===== config.mk =====
export PLATFORM = sky130hd
export DESIGN_NAME = m_cp0
export DESIGN_NICKNAME = d
export VERILOG_FILES = /design/src/rtl/m_cp0.sv
export SDC_FILE = /design/constraint.sdc
export NUM_CORES = 1
export LEC_CHECK = 0
export CAP_MARGIN = 25
export CORE_ASPECT_RATIO = 0.8
export CORE_MARGIN = 10
export CORE_UTILIZATION = 40
export DETAILED_ROUTE_END_ITERATION = 8
export GPL_ROUTABILITY_DRIVEN = 0
export PLACE_DENSITY = 0.79
export SYNTH_ARGS = -nofsm -noshare
export SYNTH_HDL_FRONTEND = slang
export SYNTH_SLANG_ARGS = --single-unit

===== constraint.sdc =====
create_clock -name clk -period 2.4 [get_ports clk]
set_input_delay 0.48 -clock clk [delete_from_list [all_inputs] [get_ports clk]]
set_output_delay 0.48 -clock clk [all_outputs]
set_load 0.005 [all_outputs]

===== src/rtl/m_cp0.sv =====
// m_cp0: MIPS coprocessor 0 holding SR, Cause, EPC and PRId and raising the M-stage exception/interrupt request
module m_cp0 #(
  parameter logic [31:0] PRID_VAL = 32'h2023_0707,
  parameter int          HW_INT_W = 6
) (
  input  logic                clk,
  input  logic                reset,
  input  logic                en,
  input  logic [4:0]          addr,
  input  logic [31:0]         din,
  input  logic [31:0]         pc_M,
  input  logic                bd_M,
  input  logic [4:0]          exc_code_M,
  input  logic                eret_M,
  input  logic [HW_INT_W-1:0] hw_int,
  output logic [31:0]         dout,
  output logic                req,
  output logic [31:0]         epc_out
);
  logic [HW_INT_W-1:0] im_q, im_d, ip_q, ip_d;
  logic                exl_q, exl_d, ie_q, ie_d, bd_q, bd_d;
  logic [4:0]          exc_q, exc_d;
  logic [29:0]         epc_q, epc_d;
  logic                int_req, exc_req, wr_sr, wr_epc;
  logic [29:0]         epc_src;
  logic [31:0]         sr, cause, epc;
  logic                unused;
  assign unused = ^pc_M[1:0];
  assign int_req = ie_q & ~exl_q & |(im_q & hw_int);
  assign exc_req = (exc_code_M != 5'd0) & ~exl_q;
  // gated by reset so a request in flight drops in the same cycle reset rises
  assign req     = ~reset & (int_req | exc_req);
  assign wr_sr   = en & ~req & (addr == 5'd12);
  assign wr_epc  = en & ~req & (addr == 5'd14);
  assign epc_src = pc_M[31:2] - {29'd0, bd_M};
  assign sr      = {16'd0, im_q, 8'd0, exl_q, ie_q};
  assign cause   = {bd_q, 15'd0, ip_q, 3'd0, exc_q, 2'd0};
  assign epc     = {epc_q, 2'b00};
  assign epc_out = epc;
  always_comb begin
    ip_d  = hw_int;
    im_d  = wr_sr ? din[15:10] : im_q;
    ie_d  = wr_sr ? din[0] : ie_q;
    exl_d = req ? 1'b1 : wr_sr ? din[1] : eret_M ? 1'b0 : exl_q;
    bd_d  = req ? bd_M : bd_q;
    exc_d = req ? (int_req ? 5'd0 : exc_code_M) : exc_q;
    epc_d = req ? epc_src : wr_epc ? din[31:2] : epc_q;
    dout  = addr == 5'd12 ? sr :
            addr == 5'd13 ? cause :
            addr == 5'd14 ? epc :
            addr == 5'd15 ? PRID_VAL : 32'd0;
  end
  always_ff @(posedge clk or posedge reset) begin
    if (reset) begin
      im_q  <= '0;
      ip_q  <= '0;
      ie_q  <= 1'b0;
      exl_q <= 1'b0;
      bd_q  <= 1'b0;
      exc_q <= 5'd0;
      epc_q <= 30'd0;
    end else begin
      im_q  <= im_d;
      ip_q  <= ip_d;
      ie_q  <= ie_d;
      exl_q <= exl_d;
      bd_q  <= bd_d;
      exc_q <= exc_d;
      epc_q <= epc_d;
    end
  end
endmodule

# Word-level counts from Yosys, hierarchy flattened

Index checks and enable logic that the tools add are counted.

Add/subtract/negate cells: 1
Multiply operators: 0
Div/mod/pow operators: 0
Order comparisons: 0
Equal/unequal tests: 4
Shift-type cells: 0
Multiplexer cells: 10
Bitwise logic cells: 12
Reduce and logical (&&, ||, !) cells: 4

Operators with widths:

| kind                                                            | count |
|---|---|
| 32-bit 2-to-1 mux                                               | 3 |
| 30-bit 2-to-1 mux                                               | 3 |
| 30-bit by 1-bit subtractor with 30-bit output                   | 1 |
| 5-bit by 4-bit == test with 1-bit output, second input constant | 4 |
| 1-bit AND                                                       | 7 |
| 6-bit AND                                                       | 1 |
| 6-bit OR reduction                                              | 1 |
| 5-bit 2-to-1 mux                                                | 1 |
| 5-bit nonzero test                                              | 1 |
| 1-bit 2-to-1 mux                                                | 3 |
| 1-bit NOT                                                       | 3 |
| 3-bit nonzero test                                              | 1 |
| 2-bit nonzero test                                              | 1 |
| 1-bit bitwise OR                                                | 1 |

Register bits: 50
Bits in latches: 0
Memory bits (writable): 0
ROM bits: 0
Bits of input ports: 85
Output and inout bits: 65
Logic and storage cells: 38
Memories kept: 0

# Logic depth before layout (Yosys ltp)

Word-level depth: 10
Mapped depth: 8
Gate-level depth less buffers: 8

# Least setup slack after synthesis

No wires, ideal clock.

Kind: input to register
Start point: input reset
End point: register ie_q
Arrival time: 2343 ps
Path slack: -68 ps
Stages on the path: 5
Buffers on the path: 1
Cell sequence: inv_1 nor2_1 a31o_2 clkbuf_1 mux2_2

Word-level cells in the longest chain between the ends: 5

Ends and longest elaborated chain:

| item                    | line | source |
|---|---|---|
| from (decl)             | 7    | `input logic reset,` |
| 1-bit NOT               | 32   | `assign req = ~reset & (int_req \| exc_req);` |
| 1-bit AND               | 32   |  |
| 1-bit NOT               | 33   | `assign wr_sr = en & ~req & (addr == 5'd12);` |
| 1-bit AND (2 in series) | 33   |  |
| to (signal assigned)    | 65   | `ie_q <= ie_d;` |
| to (decl)               | 21   | `logic exl_q, exl_d, ie_q, ie_d, bd_q, bd_d;` |

Every way passes these cells.
A chain may end at the register's enable or synchronous reset.

# Worst setup path after layout

Start point: input hw_int[1]
End point: output req

Word-level cells in the longest chain between the ends: 5

Ends and longest elaborated chain:

| item               | line | source |
|---|---|---|
| from (decl)        | 15   | `input logic [HW_INT_W-1:0] hw_int,` |
| 6-bit AND          | 29   | `assign int_req = ie_q & ~exl_q & \|(im_q & hw_int);` |
| 6-bit OR reduction | 29   |  |
| 1-bit AND          | 29   |  |
| 1-bit bitwise OR   | 32   |  |
| 1-bit AND          | 32   |  |
| to (decl)          | 17   | `output logic req,` |

Every way passes these cells.

==> results.toml <==
[power]
power_density_nw_per_um2 = 522
leakagePower_nw = 2.24
vdd_ir_drop_max_mv = 0.292
total_power_mw = 2.79

[timing]
finalHoldViolations = 0
setup_viol = 0
timing.hold.ws_ns = 0.474
period_needed_ns = 2.37
slew_violations = 0
tightest_slew_ns = 0.654
finClkSkew_ns = 0.0112
max_freq_mhz = 423
fin_crit_sh_pct = 98.6
tns_ns = 0
relSlewSlack_pct = 56.4

[min_path]
holdPathStages = 2
min_path_type = "input port to flop"
min_to = "exc_q[1]$_DFFE_PP0N_"
min_from = "exc_code_M[1]"

[cts]
numCtsBuffers = 5
cts_tree = "yes"
clkLatencyLatePin_ns = 0.30
clk_pin_slew_ns = 0.10
cts_sinks = 50
cts_max_path_buffers = 2
clockRootBuffer = "clkbuf_8"
htree_levels = 2

[floorplan]
pin_count = 150
die_area_um2 = 12000
initial_core_util_pct = 40.7
core-area_um2 = 7840
die_h_um = 99.9
die_w_um = 120
core.rowCount = 29

[critical_path]
critPathLaunchType = "input port"
r2r.worst_path.cells = 5
rrSetupSlack_ns = 0.39
crit_start = "hw_int[1]"
setup.worst_path.class = "input port to output port"
cp.required_ns = 1.92
reg2reg_to = "bd_q$_DFFE_PP0N_"
cp_max_fo = 3
crit_path_end_kind = "output port"
cp_slowest_cell = "clkdlybuf4s50_1"
cpPeakStageDelay_ns = 0.48
worstPathCellList = "clkdlybuf4s50_1, a22oi_1, a311o_1, a21oi_4, buf_2"
cp_num_buf_inv = 2
cp_top_family = "compound AO/OA/AOI/OAI gates"
worstPathArrival_ns = 1.89
rr_startpoint = "im_q[1]$_DFFE_PP0P_"

[drt]
routed_via_density = 5.14
drt_iter0_markers = 151
ant_nets = 0
wl_per_cell_um = 18.6
drcViolationCount = 0
vias = 3303
first_pass_iters = 4
wl_mm = 11.9

[global_routing]
grt_pass1_wl_mm = 18.5
grtUsageTotal_pct = 18.8
grt_max_degree = 61
grt_pass1_vias = 3395
overflow = 0
antenna_found_initial = 0

[place]
io_buffers = 145
place_area_um2 = 5080
dp_hpwl_mm = 9.26

[run_status]
outcome = "complete, no violations"

[synthesis]
ys.flop_type = "dfrtp_1"
syn_avg_cell_area_um2 = 9.26
yosysWarnings = 0
synthCells = 345
synth_seq_area_share_pct = 39.2
synth_edf_count = 0
synth-async-reset-ratio_pct = 100
ys_types = 50
syn_area_um2 = 3190
synth-seq-cells = 50

[layout]
area_delta_synth_final_pct = 67.3
utilization_pct = 68.2
fillers = 638
post-route-cell-area_um2 = 5340
final_net_count = 620
diodes = 0
drive_above_1_share_pct = 22.1

[flow_run]
drv_cap = 0
-- worst max-delay path by stage --
stage	endpoint	cells after the start
final	req	5
after global routing	epc_q[25]$_DFFE_PP0P_	11
after CTS	req	6
after detailed placement	epc_q[16]$_DFFE_PP0P_	11
after global placement	epc_q[20]$_DFFE_PP0P_	10
after floorplan	ie_q$_DFFE_PP0P_	5
-- cell families (layout without fill, tap and decap cells) --
group | after synthesis | after routing | synth area share (%)
and+or+nand+nor | 135 | 135 | 24.8
other | 1 | 2 | 0.117
muxes | 20 | 20 | 6.58
DFF | 50 | 50 | 39.2
xor gates and xnor gates | 25 | 25 | 6.86
AOI/OAI and AO/OA | 83 | 83 | 17.1
buffers and inverters | 29 | 217 | 4.55
adders and majority gates | 2 | 2 | 0.784
-- placed cells by master, fill, tap and decap left out, drive strengths merged, types with 2 or more instances in the layout --
master	netlist	layout
nand3	2	2
clkinvlp	0	2
nand4	2	2
clkdlybuf4s15	0	2
buf	13	60
ha	2	2
a21oi	30	30
dlygate4sd2	0	12
mux2i	12	12
dfrtp	50	50
nor2b	31	31
a31oi	2	2
nand2	17	17
dlymetal6s2s	0	8
inv	6	5
nor3	8	8
mux2	8	8
nor3b	2	2
a211oi	24	24
or3	6	6
a31o	6	6
clkbuf	10	8
clkdlybuf4s50	0	119
conb	1	2
nor4	7	7
xor2	6	6
nor4b	2	2
and2	12	12
or4	4	4
xnor2	19	19
nor2	36	36
a22oi	8	8
o21ai	9	9
-- flip-flops by register name, indices dropped and copies added, names as in the netlist --
| signal | flops |
|---|---|
| ip_q | 6 |
| bd_q | 1 |
| ie_q | 1 |
| epc_q | 30 |
| exl_q | 1 |
| im_q | 6 |
| exc_q | 5 |
-- Yosys cell counts (3+ instances only) --
master | number | share of area (%)
mux2_2 | 7 | 2.5
nor3_1 | 6 | 0.94
or3_1 | 5 | 0.98
a21oi_2 | 3 | 0.82
a22oi_1 | 8 | 1.9
or4_1 | 3 | 0.71
nor2_1 | 36 | 4.2
nand2_1 | 17 | 2.0
xor2_1 | 6 | 1.6
nor2b_1 | 31 | 6.1
a211oi_1 | 24 | 5.6
a21oi_1 | 27 | 4.2
and2_1 | 12 | 2.4
inv_1 | 6 | 0.71
dfrtp_1 | 50 | 39
mux2i_1 | 12 | 3.8
xnor2_1 | 19 | 5.2
buf_2 | 5 | 0.78
a31o_2 | 6 | 1.6
o21ai_0 | 9 | 1.4
nor4_2 | 4 | 1.6
buf_4 | 6 | 1.4
clkbuf_1 | 10 | 1.2
-- repair_timing --
action,CTS,global route
gates cloned,1,0
setup endpoints to repair,39,32
buffers inserted,5,1
gates resized for setup,33,38
pin swaps,2,3
hold buffers,0,0
-- routing by layer --
metal,vias up,track usage (%),wire length (µm)
met5,-,0,0
met4,0,4.91,206
met3,16,3.31,499
met2,97,33.2,6050
met1,1589,23.0,5150
li1,1601,-,-
-- through the flow --
step / worst slack [ns] / instances
finish: 0.0339 / 642
global route: -0.0214 / 642
CTS: -0.0113 / 641
detailed placement: -0.382 / 627
global placement: -0.390 / 627
floorplan: 0.148 / 346
-- layout make-up --
cell class / instances / area [µm²] / share of cell area, %
Sequential cell: 50 / 1250 / 23.4
Inverter: 6 / 26.3 / 0.492
Timing Repair Buffer: 203 / 1930 / 36.1
Clock inverter: 2 / 12.5 / 0.234
Tap cell: 108 / 135 / 2.53
Multi-Input combinational cell: 267 / 1910 / 35.7
Clock buffer: 6 / 82.6 / 1.55
-- power breakdown --
part / leakage (nW) / internal (mW) / switching (mW)
clock network: 0.0472 / 0.233 / 0.294
registers: 0.584 / 1.03 / 0.151
logic: 1.61 / 0.652 / 0.424
Note: power is estimated with default switching activity, not from simulation.
